File: src/rtl/serial_adder_if.sv
// serial_adder_if -- handshake and operand bundle for the bit-serial adder.
//
// Signals:
//   start : request to begin an addition (sampled by the adder only when idle)
//   a, b  : WIDTH-bit operands, captured when start is accepted
//   cin   : carry-in, captured when start is accepted
//   busy  : addition in progress
//   done  : one-cycle pulse, sum/cout valid
//   sum   : registered (a+b+cin) mod 2^WIDTH
//   cout  : registered carry-out
//
// Modports:
//   master : the requester (drives start/a/b/cin, observes results)
//   slave  : the adder itself
interface serial_adder_if #(
  parameter int WIDTH = 8
);
  logic             start;
  logic [WIDTH-1:0] a;
  logic [WIDTH-1:0] b;
  logic             cin;
  logic             busy;
  logic             done;
  logic [WIDTH-1:0] sum;
  logic             cout;

  modport master (
    output start, a, b, cin,
    input  busy, done, sum, cout
  );

  modport slave (
    input  start, a, b, cin,
    output busy, done, sum, cout
  );
endinterface

File: src/rtl/serial_adder.sv
// serial_adder -- bit-serial adder, one operand bit per clock, LSB first.
//
// Contains the one-bit full_adder2 cell and the serial_adder top.
//
// serial_adder ports:
//   clk : clock, all state changes on the rising edge
//   rst : synchronous active-high reset
//   bus : serial_adder_if.slave (start/a/b/cin in, busy/done/sum/cout out)
//
// full_adder2 ports:
//   i_a, i_b, i_c : addend bits and carry-in
//   o_s, o_c      : sum bit and carry-out

module full_adder2 (
  input  logic i_a,
  input  logic i_b,
  input  logic i_c,
  output logic o_s,
  output logic o_c
);
  logic w_p;

  assign w_p = i_a ^ i_b;
  assign o_s = w_p ^ i_c;
  assign o_c = (i_a & i_b) | (i_c & w_p);
endmodule

// FSM states:
//   state    | meaning
//   ---------+--------------------------------------------------
//   ST_IDLE  | waiting for start; operands captured on accept
//   ST_SHIFT | one bit added per cycle, counter tracks the bit
//   ST_DONE  | result registered, done pulses, back to idle
module serial_adder #(
  parameter int WIDTH = 8
) (
  input  logic           clk,
  input  logic           rst,
  serial_adder_if.slave  bus
);

  localparam int CW = (WIDTH > 1) ? $clog2(WIDTH) : 1;
  localparam logic [CW-1:0] LAST_CNT = CW'(WIDTH - 1);

  typedef enum logic [1:0] {
    ST_IDLE  = 2'b00,
    ST_SHIFT = 2'b01,
    ST_DONE  = 2'b10
  } state_t;

  state_t           r_state;
  state_t           w_state_nxt;

  logic [WIDTH-1:0] r_op_a;
  logic [WIDTH-1:0] r_op_b;
  logic [WIDTH-1:0] r_result;
  logic             r_carry;
  logic [CW-1:0]    r_cnt;
  logic [WIDTH-1:0] r_sum;
  logic             r_cout;

  logic             w_fa_sum;
  logic             w_fa_carry;
  logic             w_last;
  logic [WIDTH-1:0] w_result_nxt;

  full_adder2 u_fa (
    .i_a (r_op_a[0]),
    .i_b (r_op_b[0]),
    .i_c (r_carry),
    .o_s (w_fa_sum),
    .o_c (w_fa_carry)
  );

  assign w_last = (r_cnt == LAST_CNT);

  // Sum bit enters at the MSB; after WIDTH shifts bit 0 of the operands
  // has travelled down to bit 0 of the result.
  assign w_result_nxt = WIDTH'({w_fa_sum, r_result} >> 1);

  always_ff @(posedge clk) begin
    if (rst) begin
      r_state <= ST_IDLE;
    end else begin
      r_state <= w_state_nxt;
    end
  end

  always_comb begin
    w_state_nxt = r_state;
    case (r_state)
      ST_IDLE:  if (bus.start) w_state_nxt = ST_SHIFT;
      ST_SHIFT: if (w_last) w_state_nxt = ST_DONE;
      ST_DONE:  w_state_nxt = ST_IDLE;
      default:  w_state_nxt = ST_IDLE;
    endcase
  end

  always_ff @(posedge clk) begin
    if (rst) begin
      r_op_a   <= '0;
      r_op_b   <= '0;
      r_result <= '0;
      r_carry  <= 1'b0;
      r_cnt    <= '0;
      r_sum    <= '0;
      r_cout   <= 1'b0;
    end else begin
      case (r_state)
        ST_IDLE: begin
          if (bus.start) begin
            r_op_a  <= bus.a;
            r_op_b  <= bus.b;
            r_carry <= bus.cin;
            r_cnt   <= '0;
          end
        end
        ST_SHIFT: begin
          r_op_a   <= r_op_a >> 1;
          r_op_b   <= r_op_b >> 1;
          r_result <= w_result_nxt;
          r_carry  <= w_fa_carry;
          // The final bit's result goes straight to the outputs so they
          // are valid in the same cycle done is high. The counter holds
          // on the last bit instead of wrapping.
          if (w_last) begin
            r_sum  <= w_result_nxt;
            r_cout <= w_fa_carry;
          end else begin
            r_cnt <= r_cnt + 1'b1;
          end
        end
        default: ;
      endcase
    end
  end

  assign bus.busy = (r_state != ST_IDLE);
  assign bus.done = (r_state == ST_DONE);
  assign bus.sum  = r_sum;
  assign bus.cout = r_cout;

endmodule

File: src/flat_wrapper.sv
// flat-port wrapper written by rule: the top's interface ports become plain ports
module serial_adder_flat 
#(
  parameter int WIDTH = 8
)
  (clk, rst, bus_start, bus_a, bus_b, bus_cin, bus_busy, bus_done, bus_sum, bus_cout);
  serial_adder_if #(.WIDTH(WIDTH)) bus_i ();
  input  logic clk;
  input  logic rst;
  input wire logic [$bits(bus_i.start)-1:0] bus_start;
  input wire logic [$bits(bus_i.a)-1:0] bus_a;
  input wire logic [$bits(bus_i.b)-1:0] bus_b;
  input wire logic [$bits(bus_i.cin)-1:0] bus_cin;
  output wire logic [$bits(bus_i.busy)-1:0] bus_busy;
  output wire logic [$bits(bus_i.done)-1:0] bus_done;
  output wire logic [$bits(bus_i.sum)-1:0] bus_sum;
  output wire logic [$bits(bus_i.cout)-1:0] bus_cout;
  assign bus_i.start = bus_start;
  assign bus_i.a = bus_a;
  assign bus_i.b = bus_b;
  assign bus_i.cin = bus_cin;
  assign bus_busy = bus_i.busy;
  assign bus_done = bus_i.done;
  assign bus_sum = bus_i.sum;
  assign bus_cout = bus_i.cout;
  serial_adder #(.WIDTH(WIDTH)) u_core (.clk(clk), .rst(rst), .bus(bus_i));
endmodule
File: config.mk
export PLATFORM = sky130hd
export DESIGN_NAME = serial_adder_flat
export DESIGN_NICKNAME = d
export VERILOG_FILES = /design/src/rtl/serial_adder_if.sv /design/src/rtl/serial_adder.sv /design/src/flat_wrapper.sv
export SDC_FILE = /design/constraint.sdc
export NUM_CORES = 1
export LEC_CHECK = 0
export BUFFER_PORTS_ARGS = -buffer_cell sky130_fd_sc_hd__buf_2
export CORE_MARGIN = 2
export CORE_UTILIZATION = 54
export CTS_CLUSTER_SIZE = 10
export DETAILED_ROUTE_END_ITERATION = 7
export PLACE_DENSITY_LB_ADDON = 0.08
export SYNTH_ARGS = -nofsm -noshare
export SYNTH_HDL_FRONTEND = slang
export SYNTH_SLANG_ARGS = --single-unit
File: constraint.sdc
create_clock -name clk -period 2 [get_ports clk]
set_clock_uncertainty 0.15 [all_clocks]
set_input_delay 0.3 -clock clk [delete_from_list [all_inputs] [get_ports clk]]
set_output_delay 0.3 -clock clk [all_outputs]
set_load 0.05 [all_outputs]
==> impl_results.md, run 1 <==
* Result of the run: finished, violations left
* Failing checks: DRC
* Drt total wl at 3001 um
* Core ar. at 2805 um^2
* Synth warn at 0
* Final net count at 229
* Worst-path cell chain: buf_4 -> or2_2 -> buf_2
* Period utilization at 92.28%
* Startpoint Class: register
* Crit path capture type: output pin
* Syn-to-layout area delta at 13.89%
* CTS root buf: clkbuf_4
* Mean Syn Cell Area at 9.057 um^2
* First-pass GRT wire length at 5064 um
* Cell area power density at 884.6 nW/um^2
* DRC viols at 2
* Vias post-DR at 1311
* Reg2reg path depth at 3
* WHS Path Cells at 3
* CP max FO at 19
* First-pass DRT Iterations at 6
* Slowest stage delay, CP at 0.34 ns
* Die height at 58.95 um
* Hold-fix buffer count after cts at 0
* Die area at 3475 um^2
* Routed Antenna Nets at 0
* Maximum number of pins on one net before global-route repair at 39
* Setup TNS at 0 ns
* Global route total overflow at 0
* Finished Layout Cells at 238
* Critical Path AT at 1.40 ns
* Drt first-iter violations at 56
* Post-Synthesis Cells at 180
* GPL Wtd Cong at 0.7078
* Synth Register Bits at 38
* Max Cap Viol at 0
* Post-CTS sizing at 0
* Worst-skew pair later-pin latency at 0.34 ns
* Post-DP HPWL at 2030 um
* Hold Vio Cnt, Final at 0
* CTS buffer count at 5
* Tightest Pin Transition at 0.6611 ns
* CTS sink count at 38
* Num ports at 31
* Clk buf depth at 2
* Port-buffer cells at 30
* Htree depth at 2
* CTS tree: yes
* Starting Density at 58.12%
* RSZ-0062 raised after global routing: false
* Hold WC Path Type: input port to register
* Highest-delay cell along the critical path: dfxtp_1
* Syn nets at 203
* Largest vdd supply drop at 0.0006430 V
* Vias in the first global route at 1208
* Tot GR Track Use at 19.28%
* Layout cell share with drive strength beyond 1 at 21.74%
* Postcts setup bufs at 0
* Row cnt at 19
* Average wire per standard cell at 12.61 um
* Worst-path clk slew at 0.10 ns
* Syn Std Cell Area at 1630 um^2
* Inst Count DP at 230
* Setup CP Type: register to output pin
* Diode count at 0
* Chip Width at 58.95 um
* Sequential area share after synthesis at 46.66%
* Leak pwr at 0.0007581 uW
* Initial antenna violation count at 0
* FMAX at 541.8 MHz
* Final setup vio count at 0
* Crit path time final at 1.846 ns
* Vias per cell at 5.508
* Worst EP required at 1.55 ns
* Worst slew margin at 55.92%
* Post-synthesis cell type count at 26
* Slew Limit Fails at 0
stage by stage:
stage	setup slack, ns	utilization, %	power, uW	hold slack [ns]	cell area [um^2]
finish	0.1543	66.19	1642	0.09979	1857
global route	0.07615	66.19	1708	0.08691	1857
CTS	0.1418	66.19	1653	0.08738	1857
detailed placement	0.3841	62.22	989.7	0.2951	1745
global placement	0.4670	62.22	981.5	0.2885	1745
floorplan	0.2552	-	957.9	0.2866	1630
final timing paths:
path / startpoint / endpoint / slack, ns
worst max-delay path: u_core.r_state[0] / bus_busy / 0.15
worst min-delay path: bus_a[7] / u_core.r_op_a[7] / 0.1
worst max register to register: u_core.r_state[1] / u_core.r_op_a[5] / 0.34
worst min register to register: u_core.bus.sum[5] / u_core.bus.sum[5] / 0.31
placed cells by master, fill, tap and decap left out, drive strengths merged:
cell type	count
dfxtp	38
buf	34
nand2	26
a21oi	19
nor2	18
mux2i	16
a211oi	15
nand3	13
clkbuf	6
a31oi	3
nor2b	2
nand4bb	2
o21ai	2
ha	2
bufinv	2
or2	1
nor4b	1
o21bai	1
nand3b	1
nand2b	1
o21ba	1
inv	1
nor3	1
fa	1
synth_stat cells (all sizes together):
cell	count	area [um^2]
a211oi	15	112.6
a21oi	19	95.09
a31oi	3	18.77
buf	10	83.83
clkbuf	5	20.01
dfxtp	38	760.7
fa	1	20.02
ha	2	25.02
inv	1	3.750
mux2i	16	160.2
nand2	26	97.59
nand2b	1	6.260
nand3	13	65.06
nand3b	1	11.26
nand4bb	2	22.52
nor2	18	67.56
nor2b	2	12.51
nor3	1	5.000
nor4b	1	8.760
o21ai	2	10.01
o21ba	1	10.01
o21bai	1	7.510
or2	1	6.260
critical path, delay by kind of cell (launching register included):
family	cells	cell delay [ns]
buf+inv	2	0.42
flops	1	0.34
simple gates	1	0.30
logic make-up (layout without fill, tap and decap cells):
family / after synthesis / in the layout / share of synthesized area [%]
muxes: 16 / 16 / 9.823
and+or+nand+nor: 66 / 66 / 18.57
adders and majority gates: 3 / 3 / 2.763
AOI/OAI and AO/OA: 41 / 41 / 15.58
buffers and inverters: 16 / 43 / 6.599
DFF: 38 / 38 / 46.66
final cells by class:
cell class	instances	area, um^2
Fill cell	235	948.4
Timing Repair Buffer	34	180.2
Clock buffer	6	51.30
Tap cell	31	38.79
Sequential cell	38	760.7
Multi-Input combinational cell	126	762.0
Inverter	1	3.754
Clock inverter	2	60.06
routing by layer:
metal  up-vias  part of all wire (%)  global-route usage (%)
met1       587                    45                   23.41
met2        36                    49                   31.90
met3         4                   5.1                   5.055
met4         0                  0.90                   8.766
li1        684                     -                       -
met5         -                     0                       0
registers in the layout, summed over array words and instances, names as in the netlist:
signal / cells
u_core.r_op_a: 8
u_core.r_op_b: 8
u_core.r_cnt: 3
u_core.r_carry: 1
u_core.bus.sum: 8
u_core.bus.cout: 1
u_core.r_result: 7
u_core.r_state: 2
where the power goes:
| group | internal (uW) | leakage [uW] | total [uW] | switching, uW |
|---|---|---|---|---|
| sequential | 792 | 0.000311 | 814 | 21.6 |
| combinational | 69.6 | 0.000389 | 159 | 89.2 |
| clock | 424 | 0.0000585 | 670 | 246 |
No activity file was read; power rests on OpenSTA's default activity.
==> run 2, diff against run 1 <==
- ABC_AREA: not set -> 1
- CORE_UTILIZATION: 54 -> 55
==> impl_results.md, run 2 <==
* Result of the run: finished clean
* Final setup vio count at 0 (unchanged)
* Setup TNS at 0 ns (unchanged)
* Final instance area at 2041 um^2 (+9.9%)
* Average wire per standard cell at 9.474 um (-25%)
* Tot GR Track Use at 19.79% (+0.51 points)
* Clock Power Share at 39.3% (-1.5 points)
* Primary FF master, synth: dfxtp_1
* FFs w/ async S/R, synth at 0% (unchanged)
* Vias per cell at 4.526 (-18%)
* Mean Syn Cell Area at 6.664 um^2 (-26%)
* Syn-to-layout area delta at 14.70%
* Synth top area share at 42.76% (-3.9 points)
* Clk buf depth at 2 (unchanged)
* Port-buffer cells at 30 (unchanged)
* FMAX at 572.2 MHz (+5.6%)
* Max Cap Viol at 0 (unchanged)
* Worst slew margin at 49.86% (-6.1 points)
* Met3 WL at 152 um (-1.3%)
* Logic gate share of total power at 12.6% (+2.9 points)
* M1 WL at 1644 um (+22%)
* CTS root buf: clkbuf_4
* Row cnt at 20 (+1)
* Synth warn at 0 (unchanged)
* Global route total overflow at 0 (unchanged)
* Drt total wl at 3221 um (+7.3%)
* Starting Density at 58.28% (+0.16 points)
* Post-Synthesis Cells at 267 (+48%)
* # fillers at 292 (+24%)
* Setup CP Type: register to output pin
* Period utilization at 87.38% (-4.9 points)
* Startpoint Class: register
* Slew Limit Fails at 0 (unchanged)
* Post-DP HPWL at 2041 um (+0.54%)
* First-pass DRT Iterations at 4 (-2)
* Slowest stage delay, CP at 0.41 ns (+0.07 ns)
* Largest vdd supply drop at 0.0005468 V (-15%)
* Most common cell after layout, fill and taps aside: nand2_1
* Initial antenna violation count at 0 (unchanged)
* Synth top area cells: dfxtp_1 43%, nand2_1 20%, nor2_1 13%
* CTS tree: yes
* Final net count at 318 (+39%)
* Pre-CTS setup slack at 0.3427 ns (-0.04140 ns)
* Worst-path cell chain: nor2_1 -> inv_1 -> buf_2
* Crit path time final at 1.748 ns (-0.09796 ns)
* Post-synth EDFFs at 0 (unchanged)
* Core ar. at 3053 um^2 (+8.8%)
* CP max FO at 7 (-12)
* DP Area at 1918 um^2 (+9.9%)
* Routed Antenna Nets at 0 (unchanged)
* Worst-path clk slew at 0.12 ns (+0.02 ns)
* RSZ-0062 raised after global routing: false
* Top routing layer used: met4
* Syn Std Cell Area at 1779 um^2 (+9.1%)
* Num ports at 31 (unchanged)
* Area leader, netlist: dfxtp_1
* Worst-skew pair later-pin latency at 0.34 ns (about the same)
* First-pass GRT wire length at 5478 um (+8.2%)
* Switch share at 24.24% (+2.5 points)
* Int Power at 1312 uW (+2.1%)
* Sequential Power Share at 48.1% (-1.4 points)
* GPL Wtd Cong at 0.7923 (+12%)
* Chip Width at 60.88 um (+3.3%)
* Highest-delay cell along the critical path: dfxtp_2
* Htree depth at 2 (unchanged)
* Synth Register Bits at 38 (unchanged)
* Cell area power density at 848.8 nW/um^2 (-4.0%)
* Crit path capture type: output pin
* Drt first-iter violations at 93 (+66%)
* Commonest non-fill, non-tap cells in the layout: 96 x nand2_1, 61 x nor2_1, 37 x dfxtp_1
* CTS sink count at 38 (unchanged)
* Die area at 3706 um^2 (+6.7%)
* Vias post-DR at 1539 (+17%)
* Hold WC Path Type: input port to register
* CTS buffer count at 5 (unchanged)
* Syn nets at 290 (+43%)
* Maximum number of pins on one net before global-route repair at 34 (-13%)
* Final WS setup at 0.2523 ns (+0.09796 ns)
* Leak pwr at 0.001071 uW (+41%)
* Commonest cells in the netlist: 96 x nand2_1, 61 x nor2_1, 38 x dfxtp_1
* Critical Path AT at 1.30 ns (-0.10 ns)
* Layout cell share with drive strength beyond 1 at 16.55% (-5.2 points)
* DRC viols at 0 (-2)
* Sequential area share after synthesis at 42.76% (-3.9 points)
* Hold Vio Cnt, Final at 0 (unchanged)
* Diode count at 0 (unchanged)
* Worst EP required at 1.55 ns (about the same)
* Sw Pwr at 419.9 uW (+18%)
* Vias in the first global route at 1319 (+9.2%)
* Die height at 60.88 um (+3.3%)
* Tightest Pin Transition at 0.7492 ns (+0.08806 ns)
* Postcts setup bufs at 0 (unchanged)
* Met2 routed WL at 1394 um (-5.1%)
* Post-synthesis cell type count at 20 (-23%)
* Most common cell in the synthesized netlist: nand2_1
==> run 2: logic make-up (layout without fill, tap and decap cells) <==
kind of cell,count (synthesis),count (layout),share of synthesized area [%]
fa+ha+maj,3,3,2.531
flops,38,38,42.76
simple gates,173,173,39.24
compound gates,14,14,4.571
buf+inv,39,68,10.90
==> run 2: layout make-up <==
class                           count  area (um^2)  area share, %
Clock inverter                      2        60.06          2.943
Tap cell                           44        55.05          2.698
Clock buffer                        6        51.30          2.514
Timing Repair Buffer               32        180.2          8.829
Sequential cell                    38        762.0          37.34
Inverter                           28        107.6          5.273
Multi-Input combinational cell    190        824.5          40.40
==> run 2: repair_timing <==
action	in CTS	in global routing
gates resized for setup	0	1
hold buffers	1	0
endpoints found under the hold margin	3	0
endpoints found under the setup margin	0	1
==> run 2: critical path: cells and delay by family, from the launching register on <==
family        cells  cell delay, ns
simple gates      1            0.26
buf+inv           2            0.28
flops             1            0.41
==> run 2: metal layers <==
layer | up-vias | global-route usage (%)
met3 | 4 | 6.397
met2 | 34 | 30.41
met1 | 651 | 26.38
met4 | 0 | 6.522
met5 | - | 0
li1 | 850 | -
==> run 2: worst paths after layout <==
path	from	end	slack [ns]	cells past startpoint
worst max-delay path	u_core.r_state[0]	bus_busy	0.25	3
worst min-delay path	bus_a[7]	u_core.r_op_a[7]	0.07	3
worst max register to register	u_core.r_state[0]	u_core.r_op_b[5]	0.46	4
worst min register to register	u_core.r_result[3]	u_core.bus.sum[2]	0.32	2
==> run 2: through the flow <==
stage	std cells	utilization, %	hold slack [ns]	power (uW)
after detailed placement	331	62.83	0.3060	1066
after CTS	340	66.80	0.05933	1746
after global routing	340	66.84	0.05816	1827
after floorplan	267	-	0.2191	1023
after global placement	331	62.83	0.3009	1063
final	340	66.84	0.06624	1732
==> run 2: power by group through the flow <==
stage | clock, uW | sequential [uW] | combinational, uW
floorplan | 0 | 840 | 183
global placement | 0 | 849 | 214
detailed placement | 0 | 850 | 216
CTS | 693 | 833 | 220
global route | 732 | 840 | 254
finish | 681 | 833 | 217
